File: src/rtl/spi_frame_pkg.sv
// Shared types and constants for the SPI frame decoder.
package spi_frame_pkg;

   typedef enum logic [1:0] {
      CMD,
      WR_DATA,
      RD_DATA,
      DRAIN
   } state_t;

   localparam int unsigned CMD_WRITE_BIT = 7;
   localparam logic [7:0]  TX_FILL       = 8'hFF;
   localparam int unsigned ADDR_BITS     = 7;

   function automatic int unsigned clog2(input int unsigned value);
      int unsigned r;
      for (r = 0; (64'd1 << r) < 64'(value); r++) begin
      end
      return r;
   endfunction

endpackage

File: src/rtl/spi_frame_decoder.sv
// Decodes command|address|data SPI frames into single-cycle register bus
// writes and reads, and returns status / read data to the SPI secondary.
module spi_frame_decoder
   import spi_frame_pkg::*;
#(
   parameter int unsigned DATA_BYTES = 4
) (
   input  logic                      clk,
   input  logic                      rst,
   input  logic                      frame_active,
   input  logic                      byte_valid,
   input  logic [7:0]                rx_byte,
   output logic [7:0]                tx_byte,
   input  logic [7:0]                status_in,
   output logic                      reg_wr_en,
   output logic                      reg_rd_en,
   output logic [ADDR_BITS-1:0]      reg_addr,
   output logic [8*DATA_BYTES-1:0]   reg_wdata,
   input  logic [8*DATA_BYTES-1:0]   reg_rdata,
   output logic                      frame_err
);

   localparam int unsigned W     = 8 * DATA_BYTES;
   localparam int unsigned CNT_W = clog2(DATA_BYTES) + 1;
   localparam logic [CNT_W-1:0] LAST_CNT = CNT_W'(DATA_BYTES - 1);

   state_t           state, state_post, next_state;
   logic [CNT_W-1:0] byte_cnt;
   logic [W-1:0]     tx_shift;
   logic             frame_active_q;
   logic             started;
   logic             rd_load;
   logic             accept;
   logic             wr_done, rd_start, wr_shift, rd_shift, err_now;

   // A byte arriving on the cycle chip-select drops is still processed.
   assign accept = byte_valid && (frame_active || frame_active_q);

   always_ff @(posedge clk or posedge rst) begin
      if (rst) state <= CMD;
      else     state <= next_state;
   end

   always_comb begin
      state_post = state;
      wr_done    = 1'b0;
      rd_start   = 1'b0;
      wr_shift   = 1'b0;
      rd_shift   = 1'b0;
      if (accept) begin
         case (state)
            CMD: begin
               state_post = rx_byte[CMD_WRITE_BIT] ? WR_DATA : RD_DATA;
               rd_start   = !rx_byte[CMD_WRITE_BIT];
            end
            WR_DATA: begin
               wr_shift = 1'b1;
               if (byte_cnt == LAST_CNT) begin
                  wr_done    = 1'b1;
                  state_post = DRAIN;
               end
            end
            RD_DATA: begin
               rd_shift = 1'b1;
               if (byte_cnt == LAST_CNT) state_post = DRAIN;
            end
            DRAIN: state_post = DRAIN;
         endcase
      end
      next_state = frame_active ? state_post : CMD;
      err_now    = !frame_active && (state == WR_DATA || state == RD_DATA)
                   && (state_post != DRAIN);
   end

   always_comb begin
      tx_byte = TX_FILL;
      case (state)
         CMD:     if (started) tx_byte = status_in;
         RD_DATA: tx_byte = tx_shift[W-1 -: 8];
         default: tx_byte = TX_FILL;
      endcase
   end

   always_ff @(posedge clk or posedge rst) begin
      if (rst) begin
         byte_cnt       <= '0;
         tx_shift       <= '0;
         frame_active_q <= 1'b0;
         started        <= 1'b0;
         rd_load        <= 1'b0;
         reg_wr_en      <= 1'b0;
         reg_rd_en      <= 1'b0;
         frame_err      <= 1'b0;
         reg_addr       <= '0;
         reg_wdata      <= '0;
      end else begin
         frame_active_q <= frame_active;
         started        <= 1'b1;
         reg_wr_en      <= wr_done;
         reg_rd_en      <= rd_start;
         rd_load        <= reg_rd_en;
         frame_err      <= err_now;
         if (accept && state == CMD) begin
            reg_addr <= rx_byte[ADDR_BITS-1:0];
            byte_cnt <= '0;
         end
         if (rd_load && state == RD_DATA) tx_shift <= reg_rdata;
         if (wr_shift) begin
            reg_wdata <= W'({reg_wdata, rx_byte});
            byte_cnt  <= byte_cnt + CNT_W'(1);
         end
         if (rd_shift) begin
            tx_shift <= tx_shift << 8;
            byte_cnt <= byte_cnt + CNT_W'(1);
         end
         if (!frame_active) begin
            byte_cnt <= '0;
            tx_shift <= '0;
         end
      end
   end

endmodule

File: config.mk
export PLATFORM = sky130hd
export DESIGN_NAME = spi_frame_decoder
export DESIGN_NICKNAME = d
export VERILOG_FILES = /design/src/rtl/spi_frame_pkg.sv /design/src/rtl/spi_frame_decoder.sv
export SDC_FILE = /design/constraint.sdc
export NUM_CORES = 1
export LEC_CHECK = 0
export CORE_ASPECT_RATIO = 2
export CORE_MARGIN = 10
export CORE_UTILIZATION = 29
export CTS_CLUSTER_SIZE = 16
export DETAILED_ROUTE_END_ITERATION = 8
export PLACE_DENSITY = 0.57
export SETUP_SLACK_MARGIN = 0.05
export SLEW_MARGIN = 20
export SYNTH_ARGS = -nofsm -noshare
export SYNTH_HDL_FRONTEND = slang
export SYNTH_SLANG_ARGS = --single-unit
File: constraint.sdc
create_clock -name clk -period 2.8 [get_ports clk]
set_clock_uncertainty 0.15 [all_clocks]
set_input_delay 0.56 -clock clk [delete_from_list [all_inputs] [get_ports clk]]
set_output_delay 0.56 -clock clk [all_outputs]
set_load 0.03 [all_outputs]
Yosys cells after proc, flatten, opt, wreduce, memory -nomap -nowiden
Index checks and enable logic that the tools add are counted.
- add/subtract/negate cells: 1
- mux-type cells: 23
- reductions and logical operators: 11
- equal/unequal tests: 7
- operators with widths (operator ; number):
    2-to-1 mux 32 bit ; 3
    one-hot mux 8 bit (2 select lines) ; 1
    2-to-1 mux 3 bit ; 4
    2-to-1 mux 1 bit ; 9
    2-to-1 mux 2 bit ; 4
    2-to-1 mux 8 bit ; 1
    one-hot mux 2 bit (3 select lines) ; 1
    logical AND 1 bit ; 5
    equality test 2 bit (second input constant) ; 2
    != test 4 x 1 -> 1 bit (second input constant) ; 1
    adder 3 x 1 -> 3 bit (second input constant) ; 1
    equality test 3 x 2 -> 1 bit (second input constant) ; 1
    != test 3 x 1 -> 1 bit (second input constant) ; 1
    equality test 2 x 1 -> 1 bit (second input constant) ; 1
    logical NOT 1 bit ; 2
    logical NOT 2 bit ; 1
    logical OR 1 bit ; 2
    != test 2 bit (second input constant) ; 1
    OR reduction 2 bit ; 1
- bits in registers: 82
- word-level logic and storage cells: 53

Depth between registers and ports, before layout
Gate-level depths: netlist of run 1.
- word-level depth: 7
- mapped depth: 8
- mapped depth without buffers: 6

Worst setup path after synthesis of run 1
OpenSTA, ideal clock, no wires.
- path kind: register to output
- start point: register state[0]
- end point: output port tx_byte[0]
- cell stages (with the launch flop): 7
- buffers on the path: 2
- data arrival time: 1.582 ns
- setup slack: 0.508 ns
- data required time: 2.090 ns
- path through: dfrtp_1 > inv_1 > ha_1 > clkbuf_1 > or2_2 > clkbuf_1 > nand3_1
- longest elaborated chain between the ends: 2
- elaborated cells on any way between the ends: 3
- ends and longest elaborated chain (element ; RTL line ; source):
    from (decl) ; spi_frame_decoder.sv:27 ; state_t state, state_post, next_state;
    from (signal assigned) ; spi_frame_decoder.sv:41 ; else state <= next_state;
    equality test 2 bit / logical NOT 2 bit (equally long branches) ; spi_frame_decoder.sv:77 ; case (state)
    one-hot mux 8 bit (2 select lines) (*) ; spi_frame_decoder.sv:77 ;
    to (decl) ; spi_frame_decoder.sv:13 ; output logic [7:0] tx_byte,
Mark *: on every way between the ends. The rest lies on a longest branch, timed or not.

Final worst setup path of run 1
- start point: register state[0]
- end point: output port tx_byte[5]
The elaborated chain is that of the path after synthesis.

==> impl_metrics.env, run 1 <==
export IMPL_status="complete, no violations"
export IMPL_vias=2639
export IMPL_synthCells=311
export IMPL_final_cell_mix="93 x clkdlybuf4s50_1, 82 x dfrtp_1, 48 x nand2_1"
export IMPL_post_cts_setup_buffers=0
export IMPL_ys_seq_elements=82
export IMPL_rsz0062_at_grt="no"
export IMPL_cts_sinks=82
export IMPL_place_congestion=0.784
export IMPL_std_cell_rows=57
export IMPL_overflow=0
export IMPL_first_global_vias=2841
export IMPL_final_common_cell="clkdlybuf4s50_1"
export IMPL_critPathKind="reg2out"
export IMPL_wl_per_cell_um=16.5
export IMPL_finalMaxSlewViolations=0
export IMPL_worst_path_buf_inv=2
export IMPL_mappedNetlistNets=369
export IMPL_placed_cell_area_um2=4820
export IMPL_cts_buffer_depth=2
export IMPL_cts_root_buf="clkbuf_16"
export IMPL_drt_iter0_drc=95
export IMPL_start_util=0.296
export IMPL_slowest_delay_ns=0.42
export IMPL_antenna_found_initial=0
export IMPL_antenna_cells=0
export IMPL_required_ns=2.09
export IMPL_postRouteAntennaNets=0
export IMPL_yosysUniqueCellTypes=33
export IMPL_powerDensity_nw_per_um2=790
export IMPL_cts_max_level=3
export IMPL_ys_seq_area_frac=0.571
export IMPL_p_leak_nw=2.37
export IMPL_top_level_ports=102
export IMPL_die_h_um=177
export IMPL_final_cells=565
export IMPL_dp_hpwl_um=7120
export IMPL_pre_cts_slack_ns=0.360
export IMPL_numCtsBuffers=9
export IMPL_yosysTopAreaCell="dfrtp_1"
export IMPL_grt_max_degree=83
export IMPL_fin_crit_ns=2.56
export IMPL_clock_fmax_ghz=0.390
export IMPL_multiInputGateArea_um2=1420
export IMPL_hold_class="reg2reg"
export IMPL_path_clk_slew_ns=0.06
export IMPL_timing_final_hold_violations=0
export IMPL_max_cap_violations=0
export IMPL_fp_dieW_um=98.7
export IMPL_port_buffers=101
export IMPL_grt_first_pass_wirelength_um=15400
export IMPL_seqCellArea_um2=2050
export IMPL_crit_chain="inv_1 > ha_1 > or2_2 > nand3_1 > buf_4"
export IMPL_clkLatencyLatePin_ns=0.33
export IMPL_yosys_warnings=0
export IMPL_cpLargestDelayFamily="simple AND/OR/NAND/NOR gates"
export IMPL_synth_area_top_cells="dfrtp_1 57%, mux2_2 11%, mux2i_1 6.7%"
export IMPL_first_pass_iters=4
export IMPL_post_route_period_util=0.915
export IMPL_area_delta_synth_final_pct=42.8
export IMPL_slowest_stage="dfrtp_1"
export IMPL_setup_viol=0
export IMPL_drive_gt1_frac=0.170
export IMPL_crit_path_end_kind="output pin"
export IMPL_avgSynthCellArea_um2=11.6
export IMPL_regToRegSetupSlack_ns=0.82
export IMPL_nNetsFinal=471
export IMPL_netlist_area_leader_share=0.571
export IMPL_grt_usage=0.108
export IMPL_ir_drop_uv=415
export IMPL_drc=0
export IMPL_stdcell_area_um2=5130
export IMPL_cts_hold_buf=0
export IMPL_viasPerCell=4.67
export IMPL_core_area_um2=12100
export IMPL_synth_area_um2=3590
export IMPL_routed_wl_um=9340
export IMPL_die_area_um2=17500
export IMPL_cp_max_fo=8
export IMPL_cts_tree="built"
export IMPL_dp_cells=549
export IMPL_arrival_ns=1.85
export IMPL_cp_start_kind="register"
export IMPL_ctsResizeCount=0
export IMPL_tns_ns=0
export IMPL_fillers=1198
export IMPL_finalPower_w=0.00405
export IMPL_fin_ws_ns=0.238
[power by group]
| group | total [W] | switching, W | leakage, nW | internal (W) |
|---|---|---|---|---|
| clock | 0.00119 | 0.000449 | 0.145 | 0.000738 |
| combinational | 0.00132 | 0.000707 | 1.16 | 0.000611 |
| sequential | 0.00155 | 0.000141 | 1.07 | 0.00141 |
| total | 0.00405 | 0.00130 | 2.37 | 0.00276 |
[synth_stat cells, drive strengths merged]
master and number:
dfrtp 82, nand2 48, mux2 38, o21ai 36, mux2i 24, nand3 16, a21oi 12, buf 12
inv 7, clkbuf 6, ha 6, nor2 4, and2 3, o211ai 3, nand2b 2, a21boi 1
a22o 1, a22oi 1, a41oi 1, conb 1, nand4 1, nor2b 1, nor3 1, nor3b 1
o21a 1, or2 1, or3 1
[flip-flops by register name, summed over array words and instances (netlist names)]
name,cells
frame_err,1
frame_active_q,1
byte_cnt,3
reg_wr_en,1
reg_addr,7
reg_rd_en,1
started,1
reg_wdata,32
rd_load,1
tx_shift,32
state,2
[routing by layer]
layer | wire [um] | up-vias | track usage
met1 | 3620 | 1274 | 0.114
met3 | 578 | 9 | 0.0339
li1 | - | 1276 | -
met4 | 146 | 0 | 0.0456
met2 | 5000 | 80 | 0.193
met5 | 0 | - | 0
[layout make-up]
type                    instances  share of cell area
flip-flops and latches         82               0.400
inverters                       7             0.00585
repair buffers                109               0.222
multi-input cells             204               0.277
clock inverters                 4             0.00975
well taps                     147              0.0358
clock buffers                  12              0.0500
[worst reg2reg max path: cells and delay by family, from the launching register on]
family	cells	cell delay, ns
DFF	1	0.43
and+or+nand+nor	2	0.43
buffers and inverters	2	0.37
AOI/OAI and AO/OA	2	0.33
adders and majority gates	1	0.19
[kinds of logic (layout without fill, tap and decap cells)]
family / after synthesis / after routing / share of synthesized area
multiplexers: 62 / 62 / 0.186
AND/OR/NAND/NOR: 79 / 79 / 0.0979
flip-flops: 82 / 82 / 0.571
adder cells (fa/ha/maj): 6 / 6 / 0.0209
buffers and inverters: 25 / 132 / 0.0359
other: 1 / 1 / 0.00104
AO/OA/AOI/OAI: 56 / 56 / 0.0871
[through the flow]
step           utilization  hold WS (ns)
2_1_floorplan            -         0.300
3_3_place_gp         0.398         0.227
3_5_place_dp         0.398         0.224
4_1_cts              0.423         0.248
5_1_grt              0.423         0.266
6_report             0.423         0.240
[worst paths after layout]
check,startpoint,endpoint,cells after the start
max,state[0],tx_byte[5],5
min,reg_rd_en,rd_load,0
max reg2reg,state[0],tx_shift[28],7
min reg2reg,reg_rd_en,rd_load,0
max in group asynchronous,rst,byte_cnt[2],3
min in group asynchronous,rst,reg_wdata[19],3
(Power assumes the default switching activity.)
==> run 2, diff against run 1 <==
--- a/config.mk
+++ b/config.mk
@@ -7,10 +7,11 @@
 export LEC_CHECK = 0
 export CORE_ASPECT_RATIO = 2
 export CORE_MARGIN = 10
-export CORE_UTILIZATION = 29
+export CORE_UTILIZATION = 30
 export CTS_CLUSTER_SIZE = 16
 export DETAILED_ROUTE_END_ITERATION = 8
-export PLACE_DENSITY = 0.57
+export HOLD_SLACK_MARGIN = 0.08
+export PLACE_DENSITY = 0.59
 export SETUP_SLACK_MARGIN = 0.05
 export SLEW_MARGIN = 20
 export SYNTH_ARGS = -nofsm -noshare
==> impl_metrics.env, run 2 (same netlist as run 1, synthesis figures left out) <==
export IMPL_postRouteAntennaNets=0
export IMPL_path_clk_slew_ns=0.06
export IMPL_first_global_vias=2844
export IMPL_status="complete, no violations"
export IMPL_grt_usage=0.105
export IMPL_port_buffers=101
export IMPL_final_cell_mix="93 x clkdlybuf4s50_1, 82 x dfrtp_1, 48 x nand2_1"
export IMPL_dp_hpwl_um=6990
export IMPL_clock_fmax_ghz=0.394
export IMPL_dp_cells=546
export IMPL_cts_buffer_depth=2
export IMPL_max_cap_violations=0
export IMPL_final_common_cell="clkdlybuf4s50_1"
export IMPL_antenna_cells=0
export IMPL_post_cts_setup_buffers=0
export IMPL_drt_iter0_drc=71
export IMPL_place_congestion=0.727
export IMPL_final_cells=561
export IMPL_arrival_ns=1.83
export IMPL_clkLatencyLatePin_ns=0.33
export IMPL_cp_max_fo=14
export IMPL_cts_hold_buf=0
export IMPL_cts_max_level=3
export IMPL_ctsResizeCount=0
export IMPL_p_leak_nw=2.39
export IMPL_powerDensity_nw_per_um2=814
export IMPL_die_h_um=175
export IMPL_overflow=0
export IMPL_reg_top3="reg_wdata x32, tx_shift x32, reg_addr x7"
export IMPL_antenna_found_initial=0
export IMPL_cts_root_buf="clkbuf_16"
export IMPL_first_pass_iters=4
export IMPL_core_area_um2=11700
export IMPL_ir_drop_uv=387
export IMPL_grt_first_pass_wirelength_um=14700
export IMPL_finalMaxSlewViolations=0
export IMPL_cp_start_kind="register"
export IMPL_timing_final_hold_violations=0
export IMPL_start_util=0.307
export IMPL_wl_per_cell_um=16.2
export IMPL_fp_dieW_um=97.4
export IMPL_drive_gt1_frac=0.171
export IMPL_cts_tree="built"
export IMPL_setup_viol=0
export IMPL_area_delta_synth_final_pct=43.6
export IMPL_routed_wl_um=9060
export IMPL_critPathKind="reg2out"
export IMPL_nNetsFinal=470
export IMPL_finalPower_w=0.00420
export IMPL_viasPerCell=4.72
export IMPL_die_area_um2=17000
export IMPL_top_level_ports=102
export IMPL_cts_sinks=82
export IMPL_vias=2646
export IMPL_grt_max_degree=83
export IMPL_rsz0062_at_grt="no"
export IMPL_drc=0
export IMPL_std_cell_rows=56
export IMPL_fin_crit_ns=2.54
export IMPL_crit_path_end_kind="output pin"
export IMPL_required_ns=2.09
export IMPL_tns_ns=0
export IMPL_post_route_period_util=0.906
export IMPL_fin_util=0.441
export IMPL_hold_class="reg2reg"
export IMPL_numCtsBuffers=9
export IMPL_regToRegSetupSlack_ns=0.84
-- run 2: changes by cell type in the layout (fill, tap and decap cells not counted), sizes merged --
cell and change:
buf -1, bufinv +2, clkbuf -2, clkinvlp -1
-- run 2: final timing paths --
check | startpoint | end | depth (start not counted)
worst max-delay path | state[0] | tx_byte[6] | 5
worst min-delay path | reg_rd_en | rd_load | 0
worst max register to register | state[0] | tx_shift[30] | 7
worst min register to register | reg_rd_en | rd_load | 0
max in group asynchronous | rst | reg_addr[4] | 3
min in group asynchronous | rst | frame_err | 3
-- run 2: metal layers --
layer | GRT usage | routed length [um] | up-vias
met2 | 0.193 | 4810 | 86
met5 | 0 | 0 | -
li1 | - | - | 1279
met1 | 0.109 | 3590 | 1271
met3 | 0.0308 | 528 | 10
met4 | 0.0384 | 131 | 0
-- run 2: worst max-delay path: stages (launching register included) --
cell	delay, ns
dfrtp_1	0.41
inv_1	0.08
ha_2	0.28
or2_2	0.41
nand3_1	0.14
buf_4	0.18
-- run 2: per-stage QoR --
| step | setup WS [ns] | hold WS (ns) | cell area, um2 |
|---|---|---|---|
| after floorplan | 0.508 | 0.300 | 3600 |
| after global placement | 0.361 | 0.230 | 4810 |
| after detailed placement | 0.320 | 0.215 | 4810 |
| after CTS | 0.0986 | 0.238 | 5160 |
| after global routing | 0.185 | 0.245 | 5160 |
| final | 0.264 | 0.232 | 5160 |
-- run 2: final cells by class --
| class | instances | area, um2 |
|---|---|---|
| fill | 1106 | 6540 |
| sequential | 82 | 2050 |
| multi-input combinational | 204 | 1420 |
| timing repair buffer | 108 | 1130 |
| clock buffer | 10 | 239 |
| tap | 145 | 181 |
| clock inverter | 5 | 103 |
| inverter | 7 | 30.0 |
-- run 2: power by group --
| part | internal, W | switching, W | total [W] | leakage (nW) |
|---|---|---|---|---|
| Clock | 0.000888 | 0.000443 | 0.00133 | 0.165 |
| Sequential | 0.00141 | 0.000144 | 0.00155 | 1.07 |
| Combinational | 0.000610 | 0.000703 | 0.00131 | 1.15 |
